===== src/rtl/galvo_dac_streamer.sv =====
// Point FIFO feeding a dual-channel 12-bit SPI galvo DAC; one point is written per update strobe.
// The laser enable is latched on the same LDAC edge that moves the mirrors.
module galvo_dac_streamer #(
  parameter int unsigned DATA_W     = 12,
  parameter int unsigned SCLK_DIV   = 4,
  parameter int unsigned FIFO_DEPTH = 16
) (
  input  logic              clk,
  input  logic              rst_n,
  input  logic              strobe_in,
  input  logic              pt_valid,
  output logic              pt_ready,
  input  logic [DATA_W-1:0] pt_x,
  input  logic [DATA_W-1:0] pt_y,
  input  logic              pt_laser,
  output logic              dac_cs_n,
  output logic              dac_sclk,
  output logic              dac_sdi,
  output logic              dac_ldac_n,
  output logic              laser_on,
  output logic              busy,
  output logic              underrun,
  output logic              strobe_missed
);

  localparam int unsigned PtrW  = $clog2(FIFO_DEPTH);
  localparam int unsigned CntW  = PtrW + 1;
  localparam int unsigned DivW  = $clog2(SCLK_DIV + 1);
  localparam int unsigned EntW  = 2 * DATA_W + 1;

  localparam logic [CntW-1:0] Full    = CntW'(FIFO_DEPTH);
  localparam logic [DivW-1:0] DivLast = DivW'(SCLK_DIV - 1);

  typedef enum logic [2:0] {
    StIdle,
    StLoad,
    StShiftA,
    StGap,
    StShiftB,
    StLdac
  } state_e;

  // Left-align a DATA_W code into the DAC's 12 data bits, zero-padding the LSBs.
  function automatic logic [11:0] align(input logic [DATA_W-1:0] v);
    logic [DATA_W+11:0] w;
    w = {v, 12'b0};
    return w[DATA_W+11 -: 12];
  endfunction

  // ---------------------------------------------------------------------------
  // Point FIFO
  // ---------------------------------------------------------------------------
  logic [EntW-1:0] mem_q [FIFO_DEPTH];
  logic [PtrW-1:0] wr_ptr_q, rd_ptr_q;
  logic [CntW-1:0] count_q;
  logic            fifo_empty;
  logic            push, pop;
  logic [EntW-1:0] head;

  assign fifo_empty = (count_q == '0);
  assign pt_ready   = (count_q != Full);
  assign push       = pt_valid && pt_ready;
  assign head       = mem_q[rd_ptr_q];

  always_ff @(posedge clk) begin
    if (push) begin
      mem_q[wr_ptr_q] <= {pt_laser, pt_x, pt_y};
    end
  end

  always_ff @(posedge clk or negedge rst_n) begin
    if (!rst_n) begin
      wr_ptr_q <= '0;
      rd_ptr_q <= '0;
      count_q  <= '0;
    end else begin
      if (push) wr_ptr_q <= wr_ptr_q + PtrW'(1);
      if (pop)  rd_ptr_q <= rd_ptr_q + PtrW'(1);
      case ({push, pop})
        2'b10:   count_q <= count_q + CntW'(1);
        2'b01:   count_q <= count_q - CntW'(1);
        default: count_q <= count_q;
      endcase
    end
  end

  // ---------------------------------------------------------------------------
  // Transfer sequencer
  // ---------------------------------------------------------------------------
  state_e            state_q, state_d;
  logic [DivW-1:0]   div_q, div_d;
  logic              phase_q, phase_d;
  logic [3:0]        bit_q, bit_d;
  logic [15:0]       sh_q, sh_d;
  logic [DATA_W-1:0] x_q, x_d, y_q, y_d;
  logic              hold_q, hold_d;
  logic              laser_q, laser_d;
  logic              cs_n_q, cs_n_d;
  logic              sclk_q, sclk_d;
  logic              sdi_q, sdi_d;
  logic              ldac_n_q, ldac_n_d;
  logic              underrun_q, underrun_d;
  logic              missed_q, missed_d;
  logic              div_last;
  logic              shifting_d;

  assign div_last = (div_q == DivLast);
  assign pop      = (state_q == StIdle) && strobe_in && !fifo_empty;

  always_comb begin
    state_d    = state_q;
    div_d      = div_q;
    phase_d    = phase_q;
    bit_d      = bit_q;
    sh_d       = sh_q;
    x_d        = x_q;
    y_d        = y_q;
    hold_d     = hold_q;
    laser_d    = laser_q;
    underrun_d = 1'b0;
    missed_d   = strobe_in && (state_q != StIdle);

    case (state_q)
      StIdle: begin
        if (strobe_in) begin
          if (!fifo_empty) begin
            hold_d  = head[EntW-1];
            x_d     = head[EntW-2 -: DATA_W];
            y_d     = head[DATA_W-1:0];
            state_d = StLoad;
          end else begin
            // Nothing to draw: blank the beam, leave the mirrors where they are.
            underrun_d = 1'b1;
            laser_d    = 1'b0;
          end
        end
      end
      StLoad: begin
        sh_d    = {4'b0011, align(x_q)};
        div_d   = '0;
        phase_d = 1'b0;
        bit_d   = '0;
        state_d = StShiftA;
      end
      StShiftA, StShiftB: begin
        if (div_last) begin
          div_d = '0;
          if (!phase_q) begin
            phase_d = 1'b1;
          end else begin
            phase_d = 1'b0;
            sh_d    = {sh_q[14:0], 1'b0};
            if (bit_q == 4'd15) begin
              bit_d   = '0;
              state_d = (state_q == StShiftA) ? StGap : StLdac;
            end else begin
              bit_d = bit_q + 4'd1;
            end
          end
        end else begin
          div_d = div_q + DivW'(1);
        end
      end
      StGap: begin
        if (div_last) begin
          div_d   = '0;
          sh_d    = {4'b1011, align(y_q)};
          state_d = StShiftB;
        end else begin
          div_d = div_q + DivW'(1);
        end
      end
      StLdac: begin
        if (div_last) begin
          div_d   = '0;
          state_d = StIdle;
        end else begin
          div_d = div_q + DivW'(1);
        end
      end
      default: state_d = StIdle;
    endcase

    // Pin values are registered from the next state so they line up with it exactly.
    shifting_d = (state_d == StShiftA) || (state_d == StShiftB);
    cs_n_d     = !shifting_d;
    sclk_d     = shifting_d && phase_d;
    sdi_d      = shifting_d && sh_d[15];
    ldac_n_d   = (state_d != StLdac);
    if ((state_d == StLdac) && (state_q != StLdac)) begin
      laser_d = hold_q;
    end
  end

  always_ff @(posedge clk or negedge rst_n) begin
    if (!rst_n) begin
      state_q    <= StIdle;
      div_q      <= '0;
      phase_q    <= 1'b0;
      bit_q      <= '0;
      sh_q       <= '0;
      x_q        <= '0;
      y_q        <= '0;
      hold_q     <= 1'b0;
      laser_q    <= 1'b0;
      cs_n_q     <= 1'b1;
      sclk_q     <= 1'b0;
      sdi_q      <= 1'b0;
      ldac_n_q   <= 1'b1;
      underrun_q <= 1'b0;
      missed_q   <= 1'b0;
    end else begin
      state_q    <= state_d;
      div_q      <= div_d;
      phase_q    <= phase_d;
      bit_q      <= bit_d;
      sh_q       <= sh_d;
      x_q        <= x_d;
      y_q        <= y_d;
      hold_q     <= hold_d;
      laser_q    <= laser_d;
      cs_n_q     <= cs_n_d;
      sclk_q     <= sclk_d;
      sdi_q      <= sdi_d;
      ldac_n_q   <= ldac_n_d;
      underrun_q <= underrun_d;
      missed_q   <= missed_d;
    end
  end

  assign dac_cs_n      = cs_n_q;
  assign dac_sclk      = sclk_q;
  assign dac_sdi       = sdi_q;
  assign dac_ldac_n    = ldac_n_q;
  assign laser_on      = laser_q;
  assign busy          = (state_q != StIdle);
  assign underrun      = underrun_q;
  assign strobe_missed = missed_q;

endmodule

===== config.mk =====
export PLATFORM = sky130hd
export DESIGN_NAME = galvo_dac_streamer
export DESIGN_NICKNAME = d
export VERILOG_FILES = /design/src/rtl/galvo_dac_streamer.sv
export SDC_FILE = /design/constraint.sdc
export NUM_CORES = 1
export LEC_CHECK = 0
export ABC_AREA = 1
export ABC_CLOCK_PERIOD_IN_PS = 3250
export CAP_MARGIN = 30
export CORE_UTILIZATION = 60
export CTS_CLUSTER_SIZE = 8
export DETAILED_ROUTE_END_ITERATION = 10
export GPL_ROUTABILITY_DRIVEN = 0
export PLACE_DENSITY = 0.77
export REMOVE_ABC_BUFFERS = 1
export SLEW_MARGIN = 10
export SYNTH_ARGS = -nofsm -noshare
export SYNTH_HDL_FRONTEND = slang
export SYNTH_SLANG_ARGS = --single-unit

===== constraint.sdc =====
create_clock -name clk -period 3.25 [get_ports clk]
set_input_delay 0.8125 -clock clk [delete_from_list [all_inputs] [get_ports clk]]
set_output_delay 0.8125 -clock clk [all_outputs]
set_load 0.02 [all_outputs]

# Yosys cells after proc, flatten, opt, wreduce, memory -nomap -nowiden
# Memory sizes are Yosys's and may differ from the RTL's. A register that Yosys moved wholly into a read port is not among the register bits.
# Index checks and enable logic that the tools add are counted.
# Widths: inputs -> output; s select.
# classes
n_addsub	6
eq_ne	18
n_mux	32
bitwise_logic	1
n_reduce_logical	27
# ops
operator	n
$mux 16	3
$pmux 16 s3	1
$mux 3	9
$pmux 3 s5	1
$add 4x1->4 const B	3
$eq 3x2->1 const B	4
$eq 3x3->1 const B	4
$mux 4	3
$reduce_bool 2->1	6
$mux 1	11
$pmux 5 s2	1
$reduce_and 3->1	3
$pmux 4 s2	1
$logic_and 1x1->1	7
$ne 2x2->1 const B	3
$ne 3x3->1 const B	2
$pmux 3 s2	1
$reduce_bool 3->1	2
$add 5x1->5 const B	1
$logic_not 5->1	1
$ne 5x5->1 const B	1
$sub 5x1->5 const B	1
$eq 4x4->1 const B	1
$reduce_and 4->1	1
other kinds (11)	13
# word_totals
regBits	47
ram_bits	400
memories	1
# mem_list
memory	depth	word_bits	rd	rd_ports_with_merged_regs	wr	line_no	text
mem_q	16	25	1	1	1	53	logic [EntW-1:0] mem_q [FIFO_DEPTH];

# Longest topological paths before layout
# depth
depth_word	10
ltp_mapped	16

# Least setup slack after synthesis
# No wires, ideal clock.
# synth_path
kind	input -> register
start	input pt_valid
end	memory mem_q[11][0] (netlist name), enable pin
arrival_time_ns	2.269
t_required_ns	2.843
slack_ns	0.574
stages	4
n_path_buf	0
cell_sequence	nand2_1 inv_1 nand2_1 nor2_1
# synth_between
elab_chain_cells	3
# synth_lines
element	line_no	text
from (decl)	11	input logic pt_valid,
$logic_and 1x1->1	62	assign push = pt_valid && pt_ready;
$mux 1	66	if (push) begin
$mux 1 (implied by the code)	67	mem_q[wr_ptr_q] <= {pt_laser, pt_x, pt_y};
to (decl)	53	
# Every way passes these cells.

# Final worst setup path
# layout_path
start	register state_q[2]
end	output busy
# layout_between
elab_chain_cells	1
# layout_lines
element	line_no	text
from (decl)	90	state_e state_q, state_d;
from (signal assigned)	197	state_q <= StIdle;
from (signal assigned)	213	state_q <= state_d;
$reduce_bool 3->1	236	assign busy = (state_q != StIdle);
to (decl)	21	output logic busy,
# Every way passes these cells.

==> impl_summary.md <==
Run status
The flow ran to the end, and the final reports show no timing, DRC or antenna violations.

Final layout
The antenna diode instance count is 0. The final net count is around 1,800. The post-layout utilization of the core is 0.704. The layout-stage area growth over the synthesis result is 15.0%. The post-route non-filler standard cell count is 2,220. The fraction of final layout cells sized beyond drive strength 1 is 0.0869.

Timing
Setup repair after global routing left no endpoint under its margin. The worst path meets setup with ~0.55 ns of slack. The actual transition at the worst max-transition pin is roughly 0.92 ns. Setup violations remaining at the end of the flow were counted as 0.

The maximum achievable frequency is around 370 MHz. The final count of pins violating max slew was 0. The number of hold violations in the final report was 0. Headroom to the max-slew limit came out at 0.387. The fraction of the cycle the final worst path needs is 0.832. The worst clock skew on the final layout is ~0.015 ns. The shortest period the worst path allows is around 2.7 ns.

Worst setup path
The worst register-to-register path has a depth of 15. The endpoint of the worst register-to-register path is count_q[4]$_DFFE_PN0P_. The critical path ends at busy. Across all register-to-register paths, the minimum setup slack is between 0.9 and 1 ns. Tracing the worst setup path back leads to its startpoint at state_q[2]$_DFF_PN0_. Of all nets on the critical path, the largest fanout is 7. The required time of the critical path is ~2.4 ns. The reg-to-reg critical path startpoint is state_q[1]$_DFF_PN0_.

The category of the most critical setup path is reg2out. The endpoint type of the worst setup path is an output port. Data arrives at the worst endpoint at roughly 1.9 ns. STA classifies the critical path startpoint as a register.

Clock tree
TritonCTS built the clock tree. The post-cts hold buffer count is 0. The root buffer cell is clkbuf_16. Counting the buffers created by CTS gives approximately 70.

The later-pin clock latency in the skew report is ~0.56 ns. The count of instances resized after the clock tree is built is 0. Clock tree synthesis found a total of roughly 470 sinks.

Clock-pin slew was measured on the worst setup and hold paths at about 0.05 ns. The number of levels in the clock H-tree is 3. The maximum number of buffers from clock root to sink is 3. The number of setup buffers added after CTS is 0.

Yosys
The flip-flop cell with the highest count after synthesis is edfxtp_1. The synthesized cell area is 19,400 um^2. The biggest area consumer among synthesized cells is edfxtp_1. The share of the Yosys chip area taken by registers is 0.713.

The synthesized design contains 400 enable-type register cells. Counting every instance in the synthesized netlist gives ~1,700. The most common cell in the synthesized netlist is nand2_1. The area fraction of the dominant cell type after synthesis is 0.620. By count the netlist is led by nand2_1 (714), edfxtp_1 (400), nand3_1 (312). After synthesis, the cell types taking the most area are edfxtp_1 (62%), nand2_1 (14%), dfrtp_1 (9.0%). The number of warning messages in the yosys log is 0.

A synthesized cell averages 11.1 um^2. The number of register bits inferred by synthesis is about 470. The async set or reset register ratio after synthesis is 0.153. The unique cell type count in the Yosys netlist is 34.

Placed design
Detailed placement finished with a half-perimeter wire length of roughly 24,000 um. OpenSTA, run right after detailed placement, puts the worst setup slack at 0.294 ns. The count of buffers added on input and output ports is 37. Once placement completed, the tool counted placed cells totaling approximately 2,100.

Die
From left edge to right edge, the die measures about 180 um. The floorplan step defined a core boundary enclosing around 32,000 um^2. The die is about 180 um tall. The initial utilization of the core area, before any placement, comes to 0.612.

The number of cell rows is 65. In this run the count of I/O pins placed on the die edge is 38. The floorplan step defined a die boundary enclosing between 30,000 and 40,000 um^2.

Power and ir drop
The areal power density over the cells is between 900 and 1000 nW/um^2. The worst-case IR drop observed on VDD is about 0.00095 V. The analysis attributes to cell leakage a power of ~0.0088 uW.

Global route
Across every metal layer, demand over resource in global routing totals 0.279. The first global-routing pass estimated 70,000 um of wire. The largest net degree at the start of global routing is between 200 and 250. The remaining global-route overflow is 0. The via count of the first global-routing pass is ~13,000. The number of antenna violations at the first check in global routing is 0.

Run
The max capacitance violation total is 0.

Routing
The vias after detailed routing is around 13,000. After detailed routing, the total wire length is between 40,000 and 50,000 um. The routed wire length per instance is roughly 20 um. The count of routing violations after the opening detailed-route iteration is approximately 1,600. The iteration count of the initial detailed-routing pass is 7.

The total DRC errors in the routed layout is 0. In the routed layout, each cell is associated on average with a via count of slightly below 6. The number of routed nets with antenna violations is 0.

Min path
The worst min-delay path class is in2async.
[through the flow]
step	hold slack, ns	setup TNS [ns]	instance area (um^2)	total power [uW]
after floorplan	0.433	-92.30	18900	12400
after global placement	0.447	0	20400	14400
after detailed placement	0.453	0	20400	14600
after CTS	0.411	0	22300	21000
after global routing	0.229	0	22300	22100
final	0.206	0	22300	20900
[state kept, by name, indices dropped and copies added (netlist names)]
register       flops
state_q            3
laser_on           1
phase_q            1
dac_ldac_n         1
sh_q              16
dac_cs_n           1
dac_sclk           1
mem_q            400
rd_ptr_q           4
dac_sdi            1
strobe_missed      1
bit_q              4
wr_ptr_q           4
hold_q             1
x_q               12
underrun           1
div_q              3
count_q            5
y_q               12
[logic make-up (layout without fill, tap and decap cells)]
logic type	after synthesis	after routing	share of synthesized area
AOI/OAI and AO/OA	34	34	0.00943
xor gates and xnor gates	11	11	0.00497
adders and majority gates	13	13	0.00878
buffers and inverters	131	210	0.0310
DFF	472	472	0.713
and+or+nand+nor	1078	1078	0.233
[layout by cell type (no fill, tap or decap), drive strengths merged]
cell and instances:
xnor2 3, nor2 34, fa 1, edfxtp 400, a21boi 1, nand2 722
ha 12, clkbuf 91, inv 41, nor3 4, dfrtp 70, a31oi 1
clkinv 3, nand3 315, nand4 2, clkdlybuf4s50 36, o21ai 8, a22oi 1
dfstp 2, buf 39, a21oi 22, o31ai 1, nand3b 1, xor2 8
[worst min-delay path by stage]
| stage | start | endpoint | slack, ns | depth (start not counted) |
|---|---|---|---|---|
| detailed placement | sh_q[15]$_DFF_PN0_ | sh_q[15]$_DFF_PN0_ | 0.45 | 2 |
| CTS | rst_n | count_q[4]$_DFFE_PN0P_ | 0.41 | 1 |
| global route | rst_n | sh_q[13]$_DFFE_PN0P_ | 0.23 | 1 |
| floorplan | sh_q[15]$_DFF_PN0_ | sh_q[15]$_DFF_PN0_ | 0.43 | 2 |
| finish | rst_n | sh_q[13]$_DFFE_PN0P_ | 0.21 | 1 |
| global placement | sh_q[15]$_DFF_PN0_ | sh_q[15]$_DFF_PN0_ | 0.45 | 2 |
[worst max-delay path: stages, from the launching register on]
cell	delay, ns
dfrtp_1	0.50
inv_2	0.12
nand2_2	0.11
clkdlybuf4s50_1	0.61
[power breakdown]
group          internal, uW  switching (uW)  total, uW
Sequential             7510             380       7880
Clock                  3840            2400       6240
Combinational          1980            4840       6820
[layer usage]
metal	routed length [um]	part of all wire	track usage	vias up
met1	17300	0.39	0.368	6203
met4	1770	0.040	0.130	0
met5	0	0	0	-
met2	21300	0.48	0.455	713
li1	-	-	-	6038
met3	4220	0.095	0.0483	134
[final cells by class]
| class | instances | area, um^2 |
|---|---|---|
| Inverter | 39 | 155 |
| Clock inverter | 5 | 58.8 |
| Sequential cell | 472 | 13800 |
| Timing Repair Buffer | 75 | 853 |
| Tap cell | 402 | 503 |
| Clock buffer | 91 | 1810 |
| Fill cell | 2066 | 9360 |
| Multi-Input combinational cell | 1136 | 5070 |
(Power assumes the default switching activity.)
